<file path="config.mk">
export PLATFORM = sky130hd
export DESIGN_NAME = ifetch_unit
export DESIGN_NICKNAME = d
export VERILOG_FILES = /design/src/rtl/ifetch_pkg.sv /design/src/rtl/ifetch_fifo.sv /design/src/rtl/ifetch_unit.sv
export SDC_FILE = /design/constraint.sdc
export NUM_CORES = 1
export LEC_CHECK = 0
export CAP_MARGIN = 0
export CELL_PAD_IN_SITES_DETAIL_PLACEMENT = 0
export CELL_PAD_IN_SITES_GLOBAL_PLACEMENT = 1
export CORE_ASPECT_RATIO = 0.5
export CORE_MARGIN = 5
export CORE_UTILIZATION = 47
export CTS_CLUSTER_SIZE = 30
export DETAILED_ROUTE_END_ITERATION = 8
export GPL_TIMING_DRIVEN = 1
export PLACE_DENSITY_LB_ADDON = 0.1
export SLEW_MARGIN = 20
export SYNTH_ARGS = -nofsm -noshare
export SYNTH_HDL_FRONTEND = slang
export SYNTH_HIERARCHICAL = 1
export SYNTH_SLANG_ARGS = --single-unit
</file>
<file path="constraint.sdc">
create_clock -name clk -period 4.35 [get_ports clk]
set_input_delay 0.87 -clock clk [delete_from_list [all_inputs] [get_ports clk]]
set_output_delay 0.87 -clock clk [all_outputs]
set_load 0.05 [all_outputs]
</file>
<file path="src/rtl/ifetch_pkg.sv">
// ifetch_pkg: fetch state encoding, word-offset width and instruction-buffer entry type
package ifetch_pkg;
  typedef enum logic [1:0] {RUN = 2'd0, MISS_WAIT = 2'd1, MISS_FLUSH = 2'd2} state_t;
  localparam int OFFSET_BITS = 2;
  localparam int ENTRY_AW = 32;
  localparam int ENTRY_DW = 32;
  typedef struct packed {
    logic [ENTRY_AW-1:0] pc;
    logic [ENTRY_DW-1:0] data;
  } entry_t;
endpackage

</file>
<file path="src/rtl/ifetch_fifo.sv">
// ifetch_fifo: synchronous FIFO with flush and occupancy count; reads back zero when empty
module ifetch_fifo #(
  parameter int DEPTH = 4,
  parameter int WIDTH = 64
) (
  input  logic                    clk,
  input  logic                    rst,
  input  logic                    flush,
  input  logic                    push,
  input  logic                    pop,
  input  logic [WIDTH-1:0]        wdata,
  output logic [WIDTH-1:0]        rdata,
  output logic                    valid,
  output logic [$clog2(DEPTH):0]  count
);
  localparam int PW = $clog2(DEPTH);
  logic [WIDTH-1:0] mem [DEPTH];
  logic [PW-1:0] wptr, rptr;
  logic do_pop;
  assign valid = count != '0;
  assign do_pop = pop & valid;
  assign rdata = valid ? mem[rptr] : '0;
  always_ff @(posedge clk or posedge rst)
    if (rst) begin
      wptr <= '0;
      rptr <= '0;
      count <= '0;
    end else if (flush) begin
      wptr <= '0;
      rptr <= '0;
      count <= '0;
    end else begin
      wptr <= push ? wptr + PW'(1) : wptr;
      rptr <= do_pop ? rptr + PW'(1) : rptr;
      count <= count + (PW+1)'(push) - (PW+1)'(do_pop);
    end
  always_ff @(posedge clk)
    if (push && !flush) begin
      mem[wptr] <= wdata;
      assert (count != (PW+1)'(DEPTH));
    end
endmodule

</file>
<file path="src/rtl/ifetch_unit.sv">
// ifetch_unit: sequential fetch into the icache with miss tracking, redirect flush and a decode buffer
module ifetch_unit import ifetch_pkg::*; #(
  parameter int ADDR_WIDTH = 32,
  parameter int DATA_WIDTH = 32,
  parameter int FIFO_DEPTH = 4,
  parameter logic [ADDR_WIDTH-1:0] RESET_PC = '0
) (
  input  logic                  clk,
  input  logic                  rst,
  input  logic                  redirect_valid,
  input  logic [ADDR_WIDTH-1:0] redirect_pc,
  output logic                  cache_req,
  output logic [ADDR_WIDTH-1:0] cache_addr,
  input  logic [DATA_WIDTH-1:0] cache_data,
  input  logic                  cache_valid,
  input  logic                  cache_stall,
  output logic                  instr_valid,
  output logic [DATA_WIDTH-1:0] instr_data,
  output logic [ADDR_WIDTH-1:0] instr_pc,
  input  logic                  instr_ready
);
  localparam int CW = $clog2(FIFO_DEPTH) + 1;
  state_t state, state_nx;
  logic [ADDR_WIDTH-1:0] pc, pc_nx, pc_inc, resp_pc, push_pc;
  logic inflight, accept, push, pop, unused_ok;
  logic [CW-1:0] occ;
  entry_t wr, rd;
  assign unused_ok = ^redirect_pc[OFFSET_BITS-1:0];
  assign pc_inc = pc + ADDR_WIDTH'(4);
  assign cache_addr = pc;
  // credit counts the hit still in flight so a full buffer never gets pushed
  assign cache_req = state == RUN && !redirect_valid &&
                     ({1'b0, occ} + (CW+1)'(inflight)) < (CW+1)'(FIFO_DEPTH);
  assign accept = cache_req & ~cache_stall;
  assign pop = instr_valid & instr_ready;
  always_comb begin
    state_nx = state;
    pc_nx = pc;
    push = 1'b0;
    push_pc = resp_pc;
    if (redirect_valid) begin
      pc_nx = {redirect_pc[ADDR_WIDTH-1:OFFSET_BITS], OFFSET_BITS'(0)};
      // a miss response landing with the redirect is consumed, so nothing is left to flush
      state_nx = (state == RUN || cache_valid) ? RUN : MISS_FLUSH;
    end else if (state == RUN) begin
      push = inflight & cache_valid;
      pc_nx = accept ? pc_inc : pc;
      state_nx = (cache_req & cache_stall) ? MISS_WAIT : RUN;
    end else if (cache_valid) begin
      push = state == MISS_WAIT;
      push_pc = pc;
      pc_nx = state == MISS_WAIT ? pc_inc : pc;
      state_nx = RUN;
    end
  end
  always_ff @(posedge clk or posedge rst)
    if (rst) begin
      state <= RUN;
      pc <= RESET_PC;
      resp_pc <= '0;
      inflight <= 1'b0;
    end else begin
      state <= state_nx;
      pc <= pc_nx;
      inflight <= accept;
      resp_pc <= accept ? pc : resp_pc;
    end
  assign wr = {ENTRY_AW'(push_pc), ENTRY_DW'(cache_data)};
  assign instr_pc = rd.pc[ADDR_WIDTH-1:0];
  assign instr_data = rd.data[DATA_WIDTH-1:0];
  ifetch_fifo #(.DEPTH(FIFO_DEPTH), .WIDTH($bits(entry_t))) u_fifo (
    .clk(clk),
    .rst(rst),
    .flush(redirect_valid),
    .push(push),
    .pop(pop),
    .wdata(wr),
    .rdata(rd),
    .valid(instr_valid),
    .count(occ)
  );
endmodule

</file>
## Yosys cells after proc, flatten, opt, wreduce, memory -nomap -nowiden

Memory sizes are Yosys's and may differ from the RTL's.
Index checks and enable logic that the tools add are counted.

- Memory bits (writable): 256
- Memories kept: 1
- Output and inout port bits: 98
- Word-level logic and storage cells: 59
- Flip-flop bits (word level): 74
- Bits of input ports: 70

Memory list:

| name | words | bits a word | read ports | clocked after Yosys merged registers in | wr ports | RTL line | text |
|---|---|---|---|---|---|---|---|
| u_fifo.mem | 4 | 64 | 1 | 0 | 1 | ifetch_fifo.sv:17 | `logic [WIDTH-1:0] mem [DEPTH];` |

- Reductions and logical operators: 12
- Bitwise gates (word level): 6
- $add $sub $neg: 6
- Equal/unequal tests: 2
- Muxes and demuxes: 24
- Magnitude comparators: 1

Operators by type and width:

| cell | number |
|---|---|
| $mux W32 | 8 |
| $mux W64 | 1 |
| $add A32 B3 Y32 const B | 1 |
| $mux W2 | 8 |
| $reduce_bool A3 Y1 | 3 |
| $mux W1 | 6 |
| $and A1 B1 Y1 | 5 |
| $add A2 B1 Y2 const B | 2 |
| $add A3 B1 Y4 | 1 |
| $lt A4 B3 Y1 const B | 1 |
| $reduce_bool A2 Y1 | 2 |
| $add A3 B1 Y3 | 1 |
| $logic_and A1 B1 Y1 | 3 |
| $mux W3 | 1 |
| $ne A3 B3 Y1 const B | 1 |
| $reduce_and A3 Y1 | 1 |
| $sub A3 B1 Y3 | 1 |
| $eq A2 B1 Y1 const B | 1 |
| $logic_not A2 Y1 | 1 |
| $logic_not A1 Y1 | 1 |
| $logic_or A1 B1 Y1 | 1 |
| $not A1 Y1 | 1 |

## Longest topological paths before layout

Gate-level depths: netlist of run 1.

- Depth in word-level cells: 7
- Gate-level depth with buffers: 11
- Mapped depth without buffers: 10

## Cells and area by module

The synthesis of run 1 kept the hierarchy.

Modules (own cells, without submodules):

| module | area an instance (sq um) | instances | seq. area each (sq um) | cells each |
|---|---|---|---|---|
| ifetch_fifo | 10156.0 | 1 | 7862.5 | 449 |
| ifetch_unit | 3449.6 | 1 | 1576.5 | 336 |

## Worst setup path after synthesis of run 1

No wires, ideal clock.

- Kind: input-to-reg
- Start point: input port redirect_valid
- End point: memory u_fifo.mem[0][0] (enable)
- Setup time: 429 ps
- Path slack: 483 ps
- Path buffers: 1
- Required time: 3921 ps
- Stages: 6
- Arrival time: 3438 ps
- Cells stage by stage: clkbuf_1 > inv_1 > nand2_1 > nor3_1 > nor2b_1 > and2_1

- Cells in the longest elaborated chain, start to end: 4
- Elaborated cells between the ends (all ways): 5

RTL lines:

| what | RTL line | text |
|---|---|---|
| from (decl) | ifetch_unit.sv:10 | `input logic redirect_valid,` |
| $mux W1 | ifetch_unit.sv:41 | `if (redirect_valid) begin` |
| named net push | ifetch_unit.sv:25 | `logic inflight, accept, push, pop, unused_ok;` |
| $logic_and A1 B1 Y1 | ifetch_fifo.sv:38 | `if (push && !flush) begin` |
| $mux W1 | ifetch_fifo.sv:38 |  |
| $mux W1 (not written as such) | ifetch_fifo.sv:39 | `mem[wptr] <= wdata;` |
| to (decl) | ifetch_fifo.sv:17 |  |

The timed path passes the listed nets, and every way through them passes these cells.

## Worst setup path after layout of run 1

- Start point: register u_fifo.rptr[0]
- End point: output port instr_data[18]

- Cells in the longest elaborated chain, start to end: 2

RTL lines:

| what | RTL line | text |
|---|---|---|
| from (decl) | ifetch_fifo.sv:18 | `logic [PW-1:0] wptr, rptr;` |
| from (signal assigned) | ifetch_fifo.sv:34 | `rptr <= do_pop ? rptr + PW'(1) : rptr;` |
| $mem_v2 Z4 W64 | n/a |  |
| $mux W64 | ifetch_fifo.sv:22 | `assign rdata = valid ? mem[rptr] : '0;` |
| to (decl) | ifetch_unit.sv:18 | `output logic [DATA_WIDTH-1:0] instr_data,` |

Every way passes these cells.

==> results.txt, run 1 <==
Outcome: finished, final reports clean
Insertion delay of the later-clocked pin in the worst-skew pair: 0.55 ns
Final standard cell count with taps included and fillers excluded: 1,378
Register bit count reported by yosys: 326
Clock power share: 0.308
Worst min-delay path category: reg -> reg
Proportion of power drawn by flip-flops and latches: 0.496
Wire length of the first global-routing pass: 44.7 mm
Std-Cell Core Area: 28,700 um^2
Std cell rows: 44
Arrival time of the worst setup path: 3.15 ns
Via count of the first global-routing pass: 7,608
Buffers inserted during post-CTS setup optimization: 0
Mean number of vias per cell: 5.33
CTS tree: yes
Number of DRC violations after detailed-routing iteration 0: 352
Nets: 1,042
Net switching share of the total power: 0.279
Maximum clock path buffer count: 3
Routability congestion estimate from global placement: 0.742
Final Hold Slack: 0.504 ns
WS Path Type: reg -> out
Sort of element at the end of the critical path: output pin
Worst slew slack as a fraction of its limit: 0.529
Number of buffer cells added on primary ports: 163
Final Max Tran Viols: 0
Peak fanout along the critical path: 34
Cells traversed along the worst timing path: buf_12, mux4_2, and2_1, clkdlybuf4s50_1
Worst clock skew on the final layout: 0.0185 ns
Unique masters post-synth: 52
Switching power: 2.19 mW
Gr usage total: 0.178
Overflow after GRT: 0
Width of the chip: 251 um
Top-level I/O count: 168
Antenna diode count: 0
Yosys warning count: 6
Post-cts repair resize count: 0
DRT antenna net count: 0
GRT met2 Usage: 0.285
Maxcap violations: 0
Worst-Margin Slew: 0.706 ns
Layout area overhead: 22.4%
Design internal power: 5.64 mW
Initial core utilization: 0.473
Max Clk Rate: 249 MHz
PnR worst setup slack: 0.332 ns
Final setup violating endpoints: 0
Commonest non-fill, non-tap cell in the layout: sky130_fd_sc_hd__edfxtp_1
TritonRoute pass-1 iters: 4
Initial antenna violation count: 0
Proportion of synthesized chip area in sequential cells: 0.694
Cell count after placement: 1,323
Mean post-synth cell area: 17.3 um^2
DR vias: 7,343
Pin count of the biggest net entering global routing: 70
DR DRC count: 0
Placed Area: 15,800 um^2
Highest cell delay on the worst timing path: 0.89 ns
Netlist area before placement: 13,600 um^2
Critical Path RT: 3.48 ns
Die extent in y: 130 um
Share of post-route cells with drive strength above 1: 0.200
Worst slack, placed: 0.833 ns
Number of buffers added by the clock tree synthesis step: 30
CTS clock-pin slew for the worst setup and hold paths: 0.07 ns
RSZ-0062 raised after global routing: no
Depth of the CTS H-tree: 1
Placed wire-length estimate: 18.8 mm
Post-CTS Hold Fix Bufs: 0
Min cycle time layout: 4.02 ns
Setup TNS Final: 0 ns
Cell with the largest stage delay on the worst path: sky130_fd_sc_hd__dfrtp_4
Worst vdd ir: 0.000363 V
Category of the worst setup path launch point: register
Grt peak-use layer: met2
Logic gate share of total power: 0.196
Clock sink count: 326
Hold violation count in the final report: 0
Routing usage on met1: 0.267
Most used cells in the layout excluding fill and tap cells: sky130_fd_sc_hd__edfxtp_1, sky130_fd_sc_hd__clkdlybuf4s50_1, sky130_fd_sc_hd__dfrtp_1, sky130_fd_sc_hd__and2_1, sky130_fd_sc_hd__mux4_2
GR met3 Demand/Resource: 0.0299
Number of enable-type register cells in the synthesized netlist: 256
Root Driver: sky130_fd_sc_hd__clkbuf_16
Routed wire per std cell: 21.1 um
Leak pwr: 5.60 nW
Aggregate routed wire length: 29.0 mm
Final clock period utilization by the worst path: 0.924
Most common flop cell mapped by yosys: sky130_fd_sc_hd__edfxtp_1
Area of the die: 32,700 um^2
Ys async rst share: 0.215
Mapped Cells: 785
Areal power density over the cells: 470 nW/um^2
Post-route cell area: 16,700 um^2
[routing by layer]
metal / vias up / part of all wire
met5: - / 0
met4: 0 / 0.010
met3: 26 / 0.046
met2: 154 / 0.47
met1: 3785 / 0.48
li1: 3378 / -
[cells by family (layout without fill, tap and decap cells)]
kind of cell,after synthesis,count (layout),synth area share
flops,326,326,0.694
buf+inv,62,255,0.0246
mux,129,129,0.159
simple gates,190,190,0.0771
other cells,1,10,0.000276
fa+ha+maj,8,8,0.00791
compound gates,47,47,0.0217
xor+xnor,22,22,0.0152
[per-stage QoR]
step / power [mW] / utilization
4_1_cts: 7.91 / 0.580
3_3_place_gp: 5.45 / 0.549
5_1_grt: 8.17 / 0.580
3_5_place_dp: 5.49 / 0.549
6_report: 7.83 / 0.580
2_1_floorplan: 4.90 / -
[flip-flops by register name, indices dropped and copies added (netlist names)]
name	cells
resp_pc	30
u_fifo/mem	256
u_fifo/wptr	2
state	2
u_fifo/count	3
inflight	1
cache_addr	30
u_fifo/rptr	2
[power by group through the flow]
| stage | sequential [mW] | combinational [mW] | clock [mW] |
|---|---|---|---|
| floorplan | 3.99 | 0.907 | 0 |
| global placement | 3.93 | 1.51 | 0 |
| detailed placement | 3.94 | 1.55 | 0 |
| CTS | 3.88 | 1.56 | 2.48 |
| global route | 3.90 | 1.64 | 2.62 |
| finish | 3.88 | 1.54 | 2.41 |
[Yosys cell counts (3+ instances only)]
| cell | count | area, um^2 |
|---|---|---|
| sky130_fd_sc_hd__and2_1 | 71 | 444 |
| sky130_fd_sc_hd__nor2_1 | 23 | 86.3 |
| sky130_fd_sc_hd__mux4_2 | 64 | 1440 |
| sky130_fd_sc_hd__nor2b_1 | 6 | 37.5 |
| sky130_fd_sc_hd__nand2_1 | 34 | 128 |
| sky130_fd_sc_hd__nor4_1 | 7 | 43.8 |
| sky130_fd_sc_hd__and4_1 | 3 | 26.3 |
| sky130_fd_sc_hd__buf_12 | 4 | 80.1 |
| sky130_fd_sc_hd__edfxtp_1 | 256 | 7690 |
| sky130_fd_sc_hd__or4_1 | 3 | 22.5 |
| sky130_fd_sc_hd__buf_4 | 4 | 30.0 |
| sky130_fd_sc_hd__nand3_1 | 11 | 55.1 |
| sky130_fd_sc_hd__o21ai_0 | 23 | 115 |
| sky130_fd_sc_hd__nor3_1 | 12 | 60.1 |
| sky130_fd_sc_hd__xnor2_1 | 16 | 140 |
| sky130_fd_sc_hd__nand4_1 | 11 | 68.8 |
| sky130_fd_sc_hd__a211oi_1 | 3 | 22.5 |
| sky130_fd_sc_hd__buf_1 | 5 | 18.8 |
| sky130_fd_sc_hd__a21oi_1 | 5 | 25.0 |
| sky130_fd_sc_hd__xor2_1 | 5 | 43.8 |
| sky130_fd_sc_hd__clkbuf_1 | 20 | 75.1 |
| sky130_fd_sc_hd__inv_1 | 16 | 60.1 |
| sky130_fd_sc_hd__ha_1 | 7 | 87.6 |
| sky130_fd_sc_hd__dfrtp_1 | 70 | 1750 |
| sky130_fd_sc_hd__mux2_2 | 62 | 698 |
| sky130_fd_sc_hd__buf_2 | 12 | 60.1 |
| sky130_fd_sc_hd__mux2i_1 | 3 | 30.0 |
[final timing paths]
kind                            slack [ns]               to  cells after the start            start
max in group asynchronous             2.68      resp_pc[18]                      3              rst
worst max register to register        1.09  u_fifo/count[2]                     11  u_fifo/count[1]
worst max-delay path                  0.33   instr_data[18]                      4   u_fifo/rptr[0]
worst min register to register        0.50       resp_pc[7]                      1       resp_pc[7]
worst min-delay path                  0.50       resp_pc[7]                      1       resp_pc[7]
min in group asynchronous             0.67  u_fifo/count[2]                      2              rst
[worst max-delay path, delay by kind of cell (launching register included)]
family                 cells  cell delay [ns]
multiplexers               1             0.51
AND/OR/NAND/NOR            1             0.20
buffers and inverters      2             0.99
flip-flops                 1             0.89
[final cells by class]
type,instances,area [um^2]
clock buffers,40,820
clock inverters,15,71.3
fillers,2312,12100
inverters,16,60.1
multi-input cells,406,3890
flip-flops and latches,326,9450
well taps,391,489
repair buffers,184,1880
No activity file was read; power rests on OpenSTA's default activity.
==> run 2, diff against run 1 <==
Settings changed: ABC_AREA set to 0.
==> results of run 2 <==
Final layout, timing and power as in run 1 (identical DEF).
==> run 3, diff against run 2 <==
Settings changed: CORE_UTILIZATION 47 to 42.
Clock period 4.35 ns to 4 ns, I/O delays scaled along.
==> results.txt, run 3 (synthesis gave the netlist of run 1 again) <==
CTS tree: yes
Critical Path RT: 3.20 ns (-0.28 ns)
Worst-Margin Slew: 0.795 ns (+0.0888 ns)
Proportion of power drawn by flip-flops and latches: 0.482 (-0.014)
Maximum clock path buffer count: 3 (unchanged)
Leak pwr: 5.66 nW (+1.1%)
Largest register by flop count: u_fifo/mem
Initial antenna violation count: 1 (+1)
Final Hold Slack: 0.501 ns (-0.00306 ns)
Cell count after placement: 1,364 (+3.1%)
Layout area overhead: 23.8%
Maxcap violations: 0 (unchanged)
Setup slack, reg-to-reg: 1.23 ns (+0.14 ns)
Std-Cell Core Area: 31,800 um^2 (+11%)
Area of the die: 36,300 um^2 (+11%)
Net switching share of the total power: 0.274 (-0.00473)
Worst min-delay path category: reg -> reg
Mean number of vias per cell: 5.14 (-3.6%)
Width of the chip: 265 um (+5.6%)
Commonest non-fill, non-tap cell in the layout: sky130_fd_sc_hd__edfxtp_1
Final clock period utilization by the worst path: 0.946
CP endpoint: instr_pc[9]
Hold violation count in the final report: 0 (unchanged)
Setup TNS Final: 0 ns (unchanged)
Areal power density over the cells: 519 nW/um^2 (+10%)
Outcome: finished, final reports clean
Reg2reg path depth: 10 (-1)
TritonRoute pass-1 iters: 4 (unchanged)
RR Startpoint: u_fifo/count[1]
Logic gate share of total power: 0.192 (-0.004)
Arrival time of the worst setup path: 2.99 ns (-0.16 ns)
DRT antenna net count: 0 (unchanged)
Nets: 1,043 (+0.096%)
Insertion delay of the later-clocked pin in the worst-skew pair: 0.56 ns (about the same)
Share of post-route cells with drive strength above 1: 0.207 (+0.00730)
Worst slew slack as a fraction of its limit: 0.469 (-0.0599)
Placed Area: 15,800 um^2 (+0.40%)
Clock power share: 0.325 (+0.017)
Post-route cell area: 16,800 um^2 (+1.1%)
Final Max Tran Viols: 0 (unchanged)
Depth of the CTS H-tree: 1 (unchanged)
Sort of element at the end of the critical path: output pin
Final standard cell count with taps included and fillers excluded: 1,419 (+3.0%)
Gr usage total: 0.164 (-0.0138)
Number of DRC violations after detailed-routing iteration 0: 421 (+20%)
Initial core utilization: 0.427 (-0.0460)
Die extent in y: 137 um (+5.3%)
Design internal power: 6.34 mW (+12%)
Terminus of the critical flop-to-flop path: u_fifo/count[2]
Final setup violating endpoints: 0 (unchanged)
Routability congestion estimate from global placement: 0.738 (-0.59%)
Peak fanout along the critical path: 15 (-56%)
Top-level I/O count: 168 (unchanged)
Post-CTS Hold Fix Bufs: 0 (unchanged)
RSZ-0062 raised after global routing: no
Pin count of the biggest net entering global routing: 70 (unchanged)
Final Power: 8.74 mW (+12%)
Clock sink count: 326 (unchanged)
Worst clock skew on the final layout: 0.0208 ns (+0.00230 ns)
Max Clk Rate: 264 MHz
Worst setup startpoint: u_fifo/rptr[0]
Via count of the first global-routing pass: 7,707 (+1.3%)
DR vias: 7,290 (-0.72%)
Min cycle time layout: 3.79 ns
Number of buffers added by the clock tree synthesis step: 30 (unchanged)
Placed wire-length estimate: 18.7 mm (-0.50%)
WS Path Type: reg -> out
Number of buffer cells added on primary ports: 163 (unchanged)
Overflow after GRT: 0 (unchanged)
Root Driver: sky130_fd_sc_hd__clkbuf_16
CTS clock-pin slew for the worst setup and hold paths: 0.07 ns (about the same)
Wire length of the first global-routing pass: 46.1 mm (+3.2%)
Switching power: 2.40 mW (+9.7%)
Aggregate routed wire length: 29.6 mm (+2.1%)
DR DRC count: 0 (unchanged)
Most used cells in the layout excluding fill and tap cells: sky130_fd_sc_hd__edfxtp_1, sky130_fd_sc_hd__clkdlybuf4s50_1, sky130_fd_sc_hd__dfrtp_1, sky130_fd_sc_hd__and2_1, sky130_fd_sc_hd__mux4_2
Number of flip-flops under the largest register name: 256 (unchanged)
Routed wire per std cell: 20.9 um (-0.81%)
Worst vdd ir: 0.000298 V (-18%)
Std cell rows: 46 (+4.5%)
Category of the worst setup path launch point: register
-- run 3: routing by layer --
metal,vias up,track usage,share of wire
li1,3363,-,-
met1,3774,0.243,0.48
met2,122,0.262,0.46
met3,31,0.0298,0.046
met4,0,0.0299,0.014
met5,-,0,0
-- run 3: metrics by stage --
step / worst slack [ns] / util
global route: 0.0533 / 0.529
global placement: 0.522 / 0.497
detailed placement: 0.519 / 0.497
CTS: 0.116 / 0.529
finish: 0.215 / 0.529
floorplan: 0.203 / -
-- run 3: worst min-delay path by stage --
stage,start,endpoint,slack (ns),depth (start not counted)
after floorplan,resp_pc[11],resp_pc[11],0.48,1
after global placement,resp_pc[8],resp_pc[8],0.48,1
after detailed placement,resp_pc[28],resp_pc[28],0.49,1
after CTS,resp_pc[5],resp_pc[5],0.51,1
after global routing,resp_pc[19],resp_pc[19],0.51,1
final,resp_pc[14],resp_pc[14],0.50,1
-- run 3: cell type report --
class                   instances  area, um^2
multi-input cells             406        3890
inverters                      16        60.1
clock buffers                  41         866
clock inverters                12         109
repair buffers                185        1920
flip-flops and latches        326        9450
diodes                          1        2.50
well taps                     432         541
fillers                      2618       15000
-- run 3: power groups by stage --
stage,Clock [mW],Combinational (mW),Sequential (mW)
after global placement,0,1.66,4.28
after detailed placement,0,1.69,4.29
after global routing,3.07,1.80,4.24
after floorplan,0,0.986,4.34
after CTS,2.93,1.71,4.21
final,2.84,1.68,4.21
-- run 3: worst max-delay path, stage by stage, from the launching register on --
cell and delay (ns):
sky130_fd_sc_hd__dfrtp_4 0.66, sky130_fd_sc_hd__buf_4 0.33, sky130_fd_sc_hd__mux4_2 0.55, sky130_fd_sc_hd__and2_1 0.18, sky130_fd_sc_hd__clkdlybuf4s50_1 0.70
-- run 3: repair_timing --
item	CTS	global route
setup endpoints to repair	42	0
setup buffers	1	0
gates resized for setup	1	0
